===== config.mk =====
export PLATFORM = sky130hd
export DESIGN_NAME = crop_window_gate
export DESIGN_NICKNAME = d
export VERILOG_FILES = /design/src/rtl/crop_pkg.sv /design/src/rtl/frame_xy_counter.sv /design/src/rtl/crop_window_gate.sv
export SDC_FILE = /design/constraint.sdc
export NUM_CORES = 1
export LEC_CHECK = 0
export ABC_CLOCK_PERIOD_IN_PS = 10800
export BUFFER_PORTS_ARGS = -buffer_cell sky130_fd_sc_hd__clkbuf_2
export CORE_ASPECT_RATIO = 1.75
export CORE_MARGIN = 2
export CORE_UTILIZATION = 62
export CTS_CLUSTER_SIZE = 14
export DETAILED_ROUTE_END_ITERATION = 12
export PLACE_DENSITY = 0.87
export SLEW_MARGIN = 20
export SYNTH_ARGS = -nofsm -noshare
export SYNTH_HDL_FRONTEND = slang
export SYNTH_SLANG_ARGS = --single-unit

===== constraint.sdc =====
create_clock -name iCLK -period 10.8 [get_ports iCLK]
set_clock_uncertainty 0.2 [all_clocks]
set_input_delay 2.16 -clock iCLK [delete_from_list [all_inputs] [get_ports iCLK]]
set_output_delay 2.16 -clock iCLK [all_outputs]
set_load 0.02 [all_outputs]

===== src/rtl/crop_pkg.sv =====
// Shared frame geometry, coordinate width and FSM encoding for the crop/X-end stages.
package crop_pkg;
    localparam int H_ACTIVE = 640;
    localparam int V_ACTIVE = 480;
    localparam int Y_START  = 120;
    localparam int Y_END    = 190;
    localparam int COORD_W  = 16;

    typedef enum logic {
        ST_SYNC = 1'b0,
        ST_RUN  = 1'b1
    } state_t;
endpackage


===== src/rtl/frame_xy_counter.sv =====
// Raster X/Y position counter advancing on valid pixels; flags first and last pixel of a frame.
module frame_xy_counter
    import crop_pkg::*;
#(
    parameter int H_ACT = H_ACTIVE,
    parameter int V_ACT = V_ACTIVE
) (
    input  logic               clk_i,
    input  logic               rst_i,
    input  logic               adv_i,
    output logic [COORD_W-1:0] x_o,
    output logic [COORD_W-1:0] y_o,
    output logic               first_o,
    output logic               last_o
);
    logic [COORD_W-1:0] x_q, x_d;
    logic [COORD_W-1:0] y_q, y_d;
    logic               x_end, y_end;

    assign x_end = (x_q == COORD_W'(H_ACT - 1));
    assign y_end = (y_q == COORD_W'(V_ACT - 1));

    always_comb begin
        x_d = x_q;
        y_d = y_q;
        if (adv_i) begin
            if (x_end) begin
                x_d = '0;
                y_d = y_end ? '0 : y_q + 1'b1;
            end else begin
                x_d = x_q + 1'b1;
            end
        end
    end

    always_ff @(posedge clk_i) begin
        if (rst_i) begin
            x_q <= '0;
            y_q <= '0;
        end else begin
            x_q <= x_d;
            y_q <= y_d;
        end
    end

    assign x_o     = x_q;
    assign y_o     = y_q;
    assign first_o = (x_q == '0) && (y_q == '0);
    assign last_o  = x_end && y_end;
endmodule


===== src/rtl/crop_window_gate.sv =====
// Gates a raster stream to a per-frame measured X window and fixed Y band, re-basing coordinates.
// Latency 1 cycle; rejected window measurements fall back to the last accepted window.
module crop_window_gate
    import crop_pkg::*;
#(
    parameter int H_ACT      = H_ACTIVE,
    parameter int V_ACT      = V_ACTIVE,
    parameter int Y_FIRST    = Y_START,
    parameter int Y_LAST     = Y_END,
    parameter int DEF_XSTART = 160,
    parameter int DEF_XEND   = 480,
    parameter int MIN_WIDTH  = 8
) (
    input  logic                iCLK,
    input  logic                iRST,
    input  logic [9:0]          iDATA,
    input  logic                iDVAL,
    input  logic [COORD_W-1:0]  iXSTART,
    input  logic [COORD_W-1:0]  iXEND,
    output logic [9:0]          oDATA,
    output logic                oDVAL,
    output logic [COORD_W-1:0]  oX,
    output logic [COORD_W-1:0]  oY,
    output logic                oFRAME_DONE,
    output logic                oWIN_VALID,
    output logic [7:0]          oREJ_CNT
);
    state_t             state_q;
    logic [COORD_W-1:0] xs_q, xe_q;
    logic [9:0]         data_q;
    logic               dval_q, done_q, win_valid_q;
    logic [COORD_W-1:0] ox_q, oy_q;
    logic [7:0]         rej_q;

    logic [COORD_W-1:0] x, y;
    logic               first_px, last_px;

    frame_xy_counter #(
        .H_ACT (H_ACT),
        .V_ACT (V_ACT)
    ) u_xy (
        .clk_i   (iCLK),
        .rst_i   (iRST),
        .adv_i   (iDVAL),
        .x_o     (x),
        .y_o     (y),
        .first_o (first_px),
        .last_o  (last_px)
    );

    logic               latch, accept;
    logic [COORD_W:0]   min_end;
    logic [COORD_W-1:0] xs_sel, xe_sel;
    logic               in_win;

    // 17-bit compare so iXSTART near full scale cannot wrap past the minimum width.
    assign min_end = {1'b0, iXSTART} + (COORD_W+1)'(MIN_WIDTH);
    assign accept  = ({1'b0, iXEND} >= min_end) && (iXEND <= COORD_W'(H_ACT - 1));
    assign latch   = iDVAL && ((state_q == ST_SYNC) || first_px);

    // The latching pixel already sees the freshly accepted window.
    assign xs_sel = (latch && accept) ? iXSTART : xs_q;
    assign xe_sel = (latch && accept) ? iXEND   : xe_q;
    assign in_win = iDVAL && (x >= xs_sel) && (x <= xe_sel)
                 && (y >= COORD_W'(Y_FIRST)) && (y <= COORD_W'(Y_LAST));

    always_ff @(posedge iCLK) begin
        if (iRST) begin
            state_q     <= ST_SYNC;
            xs_q        <= COORD_W'(DEF_XSTART);
            xe_q        <= COORD_W'(DEF_XEND);
            data_q      <= '0;
            dval_q      <= 1'b0;
            ox_q        <= '0;
            oy_q        <= '0;
            done_q      <= 1'b0;
            win_valid_q <= 1'b0;
            rej_q       <= '0;
        end else begin
            if (latch) begin
                state_q <= ST_RUN;
                if (accept) begin
                    xs_q        <= iXSTART;
                    xe_q        <= iXEND;
                    win_valid_q <= 1'b1;
                end else begin
                    win_valid_q <= 1'b0;
                    if (rej_q != 8'hFF) rej_q <= rej_q + 1'b1;
                end
            end
            dval_q <= in_win;
            data_q <= in_win ? iDATA : '0;
            if (in_win) begin
                ox_q <= x - xs_sel;
                oy_q <= y - COORD_W'(Y_FIRST);
            end
            done_q <= iDVAL && last_px;
        end
    end

    assign oDATA       = data_q;
    assign oDVAL       = dval_q;
    assign oX          = ox_q;
    assign oY          = oy_q;
    assign oFRAME_DONE = done_q;
    assign oWIN_VALID  = win_valid_q;
    assign oREJ_CNT    = rej_q;
endmodule

==> run metrics <==
status finished, final reports clean; post-synthesis cell type count 59; Max FO, Critical Path 31; Layout fillers 702; cell row count between 40 and 50; largest net degree at the start of global routing 65; Initial Utilization 0.638; Post-Route WL 18.1 mm; vias in the first global route between 6000 and 7000; CTS resizes 0; 1st-pass router iterations 5; Leak Pwr around 3.3 nW; TritonCTS clock tree done; RePlAce Congestion 0.911; max incr delay on CP around 900 ps; die width a little over 80 um; share of the core filled with cells 0.746; post-layout instance count excluding filler cells around 980; Vias about 6100; count leader, synth dfxtp_1; Max Cap Viol 0; area grow syn2layout 17.1%; final antenna-violating net count 0; Post-Layout Inst Area approximately 7600 um2; Critical Path AT ~8400 ps; Synth top area share 0.362; syn_nets between 800 and 900; hold buffers post-CTS 0; Seq/Total Area, Yosys 0.362; 1st-iter DRT viols ~450; Critical path buffers and inverters 4; total power ~0.0011 W; PD cells about 140 nW/um2; Post-synth EDFFs 0; total grt overflow 0; Post-Syn Area 6530 um2; CTS clk-pin slew, worst paths 60 ps; Remaining DRCs 0; total track usage 0.330; slowest cell on the critical path nor3_2; crit end category register; CP most frequent cell nor2_1; # Post-CTS Setup Buffers 0; placed cell areas between 7000 and 8000 um2; Hold Crit Class register to register; Cells after Synth around 750; Final Max Slew Viols 0; Commonest cells post-synth dfxtp_1 (118), nor2_1 (83), ha_1 (56), nand2_1 (53), a21oi_1 (50); first-pass GRT wire length 29.0 mm; Synth Flop Type dfxtp_1; clock tree sinks 118; family with the most delay on the worst path simple AND/OR/NAND/NOR gates; # placed instances ~950; area of the core ~10000 um2; Fin. Hold Viols 0; crit start category primary input; Max IR drop VDD around 0.12 mV; Routed wire per std cell between 15 and 20 um; worst path required time roughly 11000 ps; sum of negative setup slack 0 ps; die area 11400 um2; Slew @ Worst Pin 1080 ps; Max Fclk about 0.12 GHz; flop2flop setup slack about 4700 ps; antenna violations before repair 0; IO Pins a little under 100; CTS root buffer clkbuf_16; vias per std cell ~6.2; clk buf depth 2; # diodes 0; footprint of the multi-input gates 3900 um2; average footprint of a synthesized cell 8.71 um2; Die Span Y 140 um; async set-or-reset flop fraction in the synthesized netlist 0; Worst slew margin 0.273; Sequential Area roughly 2400 um2; dominant cells by area after synthesis dfxtp_1 (36%), ha_1 (11%), nor2_1 (4.8%); period utilization 0.766; share of cells above drive strength 1 0.200; post-route minimum period 8270 ps; WS Path Type primary input to register; synthesis warning total 0; port bufs between 90 and 100; final setup violation count 0; RSZ-0062 raised after global routing no; top cell type by total area after synthesis dfxtp_1; H-tree depth 4; Worst-Skew Late Latency roughly 430 ps; post-DP HPWL 13.2 mm; Final #Nets 940; total CTS buffers 17; Yosys reg bits 118
## power by group
part / switching (W) / internal [W] / total [W]
combinational: 0.0000396 / 0.0000243 / 0.0000639
sequential: 0.00000276 / 0.000438 / 0.000440
clock: 0.000210 / 0.000339 / 0.000549
## metrics by stage
stage               setup slack [ps]  hold WS (ps)
floorplan                       4080           251
global placement                2390           249
detailed placement              2120           255
CTS                             2510           263
global route                    2190           287
finish                          2530           262
## cell families (layout without fill, tap and decap cells)
kind of cell | Yosys count | count (layout) | synth area share
AO/OA/AOI/OAI | 142 | 142 | 0.136
AND/OR/NAND/NOR | 284 | 284 | 0.214
XOR/XNOR | 51 | 51 | 0.0684
flip-flops | 118 | 118 | 0.362
buffers and inverters | 60 | 161 | 0.0410
adder cells (fa/ha/maj) | 57 | 57 | 0.110
multiplexers | 37 | 37 | 0.0682
## layout by cell type (no fill, tap or decap), drive strengths merged, types with 6 or more instances in the layout
cell,synthesis,final
nand3,43,43
nor2,83,83
mux2,9,9
xor2,24,24
clkbuf,17,114
nor4,16,16
ha,56,56
nor3,19,19
mux2i,28,28
a21oi,50,50
xnor2,27,27
o21ai,31,31
dfxtp,118,118
or3,7,7
nand4,14,14
and3,22,22
nand2,54,54
clkinv,0,7
o21a,17,17
inv,28,31
a31oi,6,6
a211oi,7,7
nor2b,10,10
## flip-flops by register name, indices dropped and copies added, names as in the netlist
signal	flops
oX	16
oY	16
u_xy.x_o	16
u_xy.y_o	16
xe_q	16
xs_q	16
oDATA	10
oREJ_CNT	8
oDVAL	1
oFRAME_DONE	1
oWIN_VALID	1
state_q	1
## path summary, 6_finish.rpt
path | from | to | depth (start not counted)
min reg2reg | oWIN_VALID | oWIN_VALID | 2
min | oWIN_VALID | oWIN_VALID | 2
max | iXSTART[3] | oDATA[3] | 26
max reg2reg | u_xy.x_o[12] | oDATA[3] | 18
## per-layer routing
layer,up-vias,global-route usage,share of wire
met2,241,0.573,0.52
met5,-,0,0
li1,2867,-,-
met3,79,0.0850,0.059
met1,2908,0.339,0.36
met4,0,0.209,0.058
## worst register-to-register path, cell delays in order (launching register included)
cell     delay, ps
dfxtp_1        410
nor4_1         560
nand4_1        170
o31ai_2        240
nand2_2        210
a311o_2        530
buf_12         240
mux2_2         260
ha_1           160
inv_1           60
fa_1           400
a21oi_1        200
o22ai_1        110
o21ai_0        320
a31oi_1        180
nor3_2         890
nor2_1         340
buf_4          310
and3_1         200
## final cells by class
type | instances | share of cell area
inverter | 28 | 0.0138
clock inverter | 14 | 0.0198
sequential | 118 | 0.309
tap | 127 | 0.0208
timing repair buffer | 102 | 0.0701
clock buffer | 17 | 0.0557
multi-input combinational | 571 | 0.511
No activity file was read; power rests on OpenSTA's default activity.
